<file path="config.mk">
export PLATFORM = sky130hd
export DESIGN_NAME = multi_sum_pipe
export DESIGN_NICKNAME = d
export VERILOG_FILES = /design/src/rtl/multi_sum_pipe.sv
export SDC_FILE = /design/constraint.sdc
export NUM_CORES = 1
export LEC_CHECK = 0
export ABC_CLOCK_PERIOD_IN_PS = 5400
export CORE_ASPECT_RATIO = 1.4
export CORE_MARGIN = 4
export CORE_UTILIZATION = 57
export CTS_CLUSTER_SIZE = 12
export DETAILED_ROUTE_END_ITERATION = 10
export PLACE_DENSITY = 0.82
export REMOVE_ABC_BUFFERS = 1
export SETUP_SLACK_MARGIN = 0.1
export SLEW_MARGIN = 20
export SYNTH_ARGS = -nofsm -noshare
export SYNTH_HDL_FRONTEND = slang
export SYNTH_SLANG_ARGS = --single-unit
</file>
<file path="constraint.sdc">
create_clock -name clk -period 5.4 [get_ports clk]
set_clock_uncertainty 0.05 [all_clocks]
set_input_delay 0.54 -clock clk [delete_from_list [all_inputs] [get_ports clk]]
set_output_delay 0.54 -clock clk [all_outputs]
set_load 0.01 [all_outputs]
</file>
<file path="src/rtl/multi_sum_pipe.sv">
// Pipelined adder-tree reduction of VALUE_COUNT unsigned values, one register per tree level
// plus a final saturate/truncate stage.
module multi_sum_pipe #(
    parameter int unsigned VALUE_WIDTH = 8,
    parameter int unsigned VALUE_COUNT = 16,
    parameter int unsigned SUM_WIDTH   = 12,
    parameter int unsigned SATURATE    = 1
) (
    input  logic                               clk,
    input  logic                               rst,
    input  logic                               in_valid,
    input  logic [VALUE_WIDTH*VALUE_COUNT-1:0] values,
    output logic                               out_valid,
    output logic [SUM_WIDTH-1:0]               sum,
    output logic                               overflow
);

    // Number of partial sums present at a given tree level.
    function automatic int unsigned nodes_at(input int unsigned level);
        int unsigned n;
        n = VALUE_COUNT;
        for (int unsigned l = 0; l < level; l++) n = (n + 1) / 2;
        return n;
    endfunction

    localparam int unsigned LEVELS = (VALUE_COUNT > 1) ? $clog2(VALUE_COUNT) : 0;
    localparam int unsigned FULL_W = VALUE_WIDTH + LEVELS;

    for (genvar k = 0; k <= LEVELS; k++) begin : g_lvl
        localparam int unsigned W = VALUE_WIDTH + k;
        localparam int unsigned N = nodes_at(k);

        logic [N*W-1:0] data;
        logic           valid;

        if (k == 0) begin : g_leaf
            assign data  = values;
            assign valid = in_valid;
        end else begin : g_add
            localparam int unsigned PW = W - 1;
            localparam int unsigned PN = nodes_at(k - 1);

            logic [N*W-1:0] next_c;

            // Pair adjacent partial sums; an odd leftover passes straight through.
            for (genvar i = 0; i < N; i++) begin : g_node
                if (2 * i + 1 < PN) begin : g_pair
                    assign next_c[i*W +: W] = W'(g_lvl[k-1].data[2*i*PW +: PW])
                                            + W'(g_lvl[k-1].data[(2*i+1)*PW +: PW]);
                end else begin : g_pass
                    assign next_c[i*W +: W] = W'(g_lvl[k-1].data[2*i*PW +: PW]);
                end
            end

            always_ff @(posedge clk or posedge rst) begin
                if (rst) begin
                    valid <= 1'b0;
                    data  <= '0;
                end else begin
                    valid <= g_lvl[k-1].valid;
                    if (g_lvl[k-1].valid) data <= next_c;
                end
            end
        end
    end

    logic [FULL_W-1:0]    full_c;
    logic [SUM_WIDTH-1:0] trunc_c;
    logic [SUM_WIDTH-1:0] sum_c;
    logic                 ovf_c;

    assign full_c = g_lvl[LEVELS].data;

    if (SUM_WIDTH >= FULL_W) begin : g_wide
        assign trunc_c = SUM_WIDTH'(full_c);
        assign ovf_c   = 1'b0;
    end else begin : g_narrow
        assign trunc_c = full_c[SUM_WIDTH-1:0];
        assign ovf_c   = |full_c[FULL_W-1:SUM_WIDTH];
    end

    assign sum_c = (ovf_c && SATURATE != 0) ? '1 : trunc_c;

    // Output stage holds the last result while no new beat arrives.
    always_ff @(posedge clk or posedge rst) begin
        if (rst) begin
            out_valid <= 1'b0;
            sum       <= '0;
            overflow  <= 1'b0;
        end else begin
            out_valid <= g_lvl[LEVELS].valid;
            if (g_lvl[LEVELS].valid) begin
                sum      <= sum_c;
                overflow <= ovf_c;
            end
        end
    end

endmodule

</file>
-- Word-level counts from Yosys, hierarchy flattened
Index checks and enable logic that the tools add are counted.
- bits in registers: 163
- input bits: 131
- output and inout bits: 14
- word-level logic and storage cells: 25
- add/sub/neg operators: 15
- operators by type and width (kind ; count):
    adder 8 x 8 -> 9 bit ; 8
    adder 9 x 9 -> 10 bit ; 4
    adder 10 x 10 -> 11 bit ; 2
    adder 11 x 11 -> 12 bit ; 1

-- Longest topological paths before layout
- word-level depth: 1
- gate-level depth with buffers: 8
- mapped depth without buffers: 8

-- Worst setup path before layout
No wires, ideal clock.
- path type: in2reg
- start point: in values[0]
- end point: reg g_lvl[1].data[6]
- library setup time: 118 ps
- arrival: 2134 ps
- data required time: 5232 ps
- slack: 3098 ps
- stages: 7
- path buffers: 0
- cells stage by stage: ha_1 fa_1 a21o_1 a311o_1 a211oi_2 nor3_1 a21o_1
- word-level cells in the longest chain between the ends: 1
- RTL lines (what ; line ; text):
    from (decl) ; 12 ; input logic [VALUE_WIDTH*VALUE_COUNT-1:0] values,
    adder 8 x 8 -> 9 bit ; 49 ; + W'(g_lvl[k-1].data[(2*i+1)*PW +: PW]);
    to (signal assigned) ; 61 ; if (g_lvl[k-1].valid) data <= next_c;
    to (decl) ; 33 ; logic [N*W-1:0] data;
No other way between the ends.
A chain may end at the register's enable or synchronous reset.

-- Worst setup path in the final report
Ends and elaborated chain as after synthesis.

==> qor.csv <==
metric,value,unit
area grow syn2layout,20.7,%
mean post-synth cell area,10.1,µm²
CTS hold repair buffers,0,
n_diodes,0,
Final min period,2.38,ns
global route total overflow,0,
Total GRT Usage,22.5,%
Worst IR Drop VDD,0.318,mV
Mapped Area,11200,µm²
layout cells sized above 1,11.1,%
final core utilization,70.2,%
WL/cell,16.1,µm
DRT Wirelength,24.2,mm
"Endpoint, Worst Hold",full_c[4],
clk_lat worst skew,0.42,ns
R2R Path End,full_c[8],
final setup fails,0,
ys async rst share,100,%
Seq cells post-synth,163,
Setup TNS,0,ns
R2R depth,7,
fmax,420,MHz
# DRC,0,
WP data arrival,2.64,ns
placed instance area,12800,µm²
Root Driver,clkbuf_16,
Layout Nets,1522,
Pwr Density,462,nW/µm²
crit path kind,in2reg,
Via-to-Cell Ratio,5.93,
Hold WS,0.423,ns
Mapped Cells,1107,
"most common cell after layout, fill and taps aside",dfrtp_1,
via count,8921,
CP required,5.66,ns
Clock Sink Count,163,
sequential fraction of the synthesis area,36.5,%
"commonest cells after routing, fill and taps aside","163 x dfrtp_1, 142 x clkdlybuf4s50_1, 131 x ha_1, 77 x nand2_1, 68 x nor2_1",
final instance area,13500,µm²
Die X,126,µm
largest net degree at the start of global routing,89,
clock tree buffer depth,2,
clock-pin slew on the worst setup and hold paths,0.06,ns
CTS tree,built,
core region area,19200,µm²
post-CTS sizing,0,
Psw,2.25,mW
port bufs,143,
post-DP HPWL,18.3,mm
Slew headroom,37.0,%
"Primary FF master, synth",dfrtp_1,
Flop pwr share,30.8,%
Pins Over Slew Limit,0,
HP Class,reg2reg,
Int Pwr,3.98,mW
Static Leak,5.90,nW
# IOs,145,
DRT antenna net count,0,
startpoint of the worst hold path,full_c[4],
Sw Ratio,36.1,%
Initial DRT Pass Iterations,6,
initial core utilization,58.2,%
Gate power share,47.9,%
postcts setup bufs,0,
routability cong.,0.887,
die area,21900,µm²
Max H-tree Level,4,
Clk network pwr share,21.3,%
R2R Setup Slk,3.06,ns
global-route wire length before repair,41.3,mm
hold depth,1,
CP endpoint kind,flop,
Post-synth EDFFs,0,
period utilisation layout,44.1,%
RSZ-0062 raised after global routing,no,
Worst R2R Start,g_lvl[3].data[0],
Critical Path Source Type,input port,
initial antenna violation count,0,
num rows,60,
vias in the first global route,9151,
post-synth cell types,63,
Worst-Margin Slew,0.945,ns
Crit Path Max Fanout,3,
# Max-Cap Violations,0,
Fin. Hold Viols,0,
total CTS buffers,17,
outcome,"complete, no violations",
Ys Warns,0,
number of DRC markers in iteration 0,516,
Die Span Y,174,µm
==> cells in the mapped netlist, types with 3 or more instances <==
cell type	instances	share of area, %
dfrtp_1	163	36
ha_1	131	15
nand2_1	77	2.6
nor2_1	68	2.3
a21oi_1	65	2.9
o21ai_0	65	2.9
mux2_2	59	5.9
inv_1	51	1.7
nor3_1	39	1.7
o21a_1	39	2.6
a21o_1	38	2.6
xnor2_1	36	2.8
a211oi_1	27	1.8
fa_1	15	2.7
o2bb2ai_1	15	1.2
a211oi_2	13	1.5
a31oi_1	12	0.67
clkbuf_1	12	0.40
nor2b_1	11	0.62
o211ai_1	11	0.74
o21ai_1	11	0.49
buf_1	9	0.30
o22ai_1	9	0.50
mux2i_1	8	0.72
nand2b_1	8	0.45
nand3_1	8	0.36
a222oi_1	7	0.63
buf_2	7	0.31
o21bai_1	7	0.47
o31a_1	7	0.55
or3_1	7	0.39
xor2_1	7	0.55
o31ai_2	6	0.67
and2_1	5	0.28
a221oi_2	4	0.54
and3_1	4	0.22
o21ba_2	4	0.36
o31ai_1	4	0.27
nand4_1	3	0.17
o2111ai_1	3	0.24
o21ai_2	3	0.24
o41ai_2	3	0.44
==> per-layer routing <==
layer / up-vias / track usage [%] / wire (µm)
met5: - / 0 / 0
li1: 4365 / - / -
met1: 4311 / 26.0 / 9710
met3: 48 / 3.61 / 793
met2: 197 / 41.9 / 13100
met4: 0 / 7.69 / 563
==> power by group through the flow <==
stage | Combinational [mW] | Sequential (mW) | Clock (mW)
2_1_floorplan | 2.26 | 1.85 | 0
3_3_place_gp | 2.84 | 1.91 | 0
3_5_place_dp | 2.92 | 1.94 | 0
4_1_cts | 2.99 | 1.92 | 1.34
5_1_grt | 3.32 | 1.97 | 1.40
6_report | 2.99 | 1.92 | 1.33
==> stage by stage <==
step                instances  setup WS (ns)  power (mW)
finish                   1505           3.02        6.23
global route             1505           2.95        6.69
CTS                      1505           3.03        6.25
global placement         1474           2.62        4.75
floorplan                1078          0.405        4.11
detailed placement       1474           2.58        4.86
==> how the worst max path moves through the flow <==
| stage | from | endpoint | cells past startpoint |
|---|---|---|---|
| global placement | values[0] | g_lvl[1].data[6] | 8 |
| CTS | values[0] | g_lvl[1].data[6] | 8 |
| floorplan | rst | full_c[0] | 1 |
| detailed placement | values[0] | g_lvl[1].data[6] | 8 |
| global route | values[0] | g_lvl[1].data[6] | 8 |
| finish | values[0] | g_lvl[1].data[6] | 8 |
==> cell type report <==
class                      instances  area, µm²
clock buffer                      22        474
clock inverter                     9        176
fill                            1515       5730
inverter                          53        204
multi-input combinational        862       6780
sequential                       163       4080
tap                              248        310
timing repair buffer             148       1460
==> cells by family (layout without fill, tap and decap cells) <==
group | count (synthesis) | count (layout) | share of synthesized area (%)
XOR/XNOR | 43 | 43 | 3.37
adder cells (fa/ha/maj) | 146 | 146 | 17.4
other | 1 | 1 | 0.0336
flip-flops | 163 | 163 | 36.5
AND/OR/NAND/NOR | 237 | 237 | 9.67
multiplexers | 67 | 67 | 6.66
AO/OA/AOI/OAI | 368 | 368 | 23.6
buffers and inverters | 82 | 232 | 2.87
==> state kept, by name, summed over array words and instances, names as in the netlist <==
signal       cells
out_valid        1
g_lvl.data     134
full_c          12
g_lvl.valid      4
sum             12
==> worst max-delay path, stage by stage <==
cell and delay, ns:
clkdlybuf4s50_1 0.40, ha_1 0.25, fa_1 0.42, a21o_1 0.22, a311o_1 0.37, a211oi_2 0.21, nor3_1 0.07, a21o_1 0.16
Note: power is estimated with default switching activity, not from simulation.
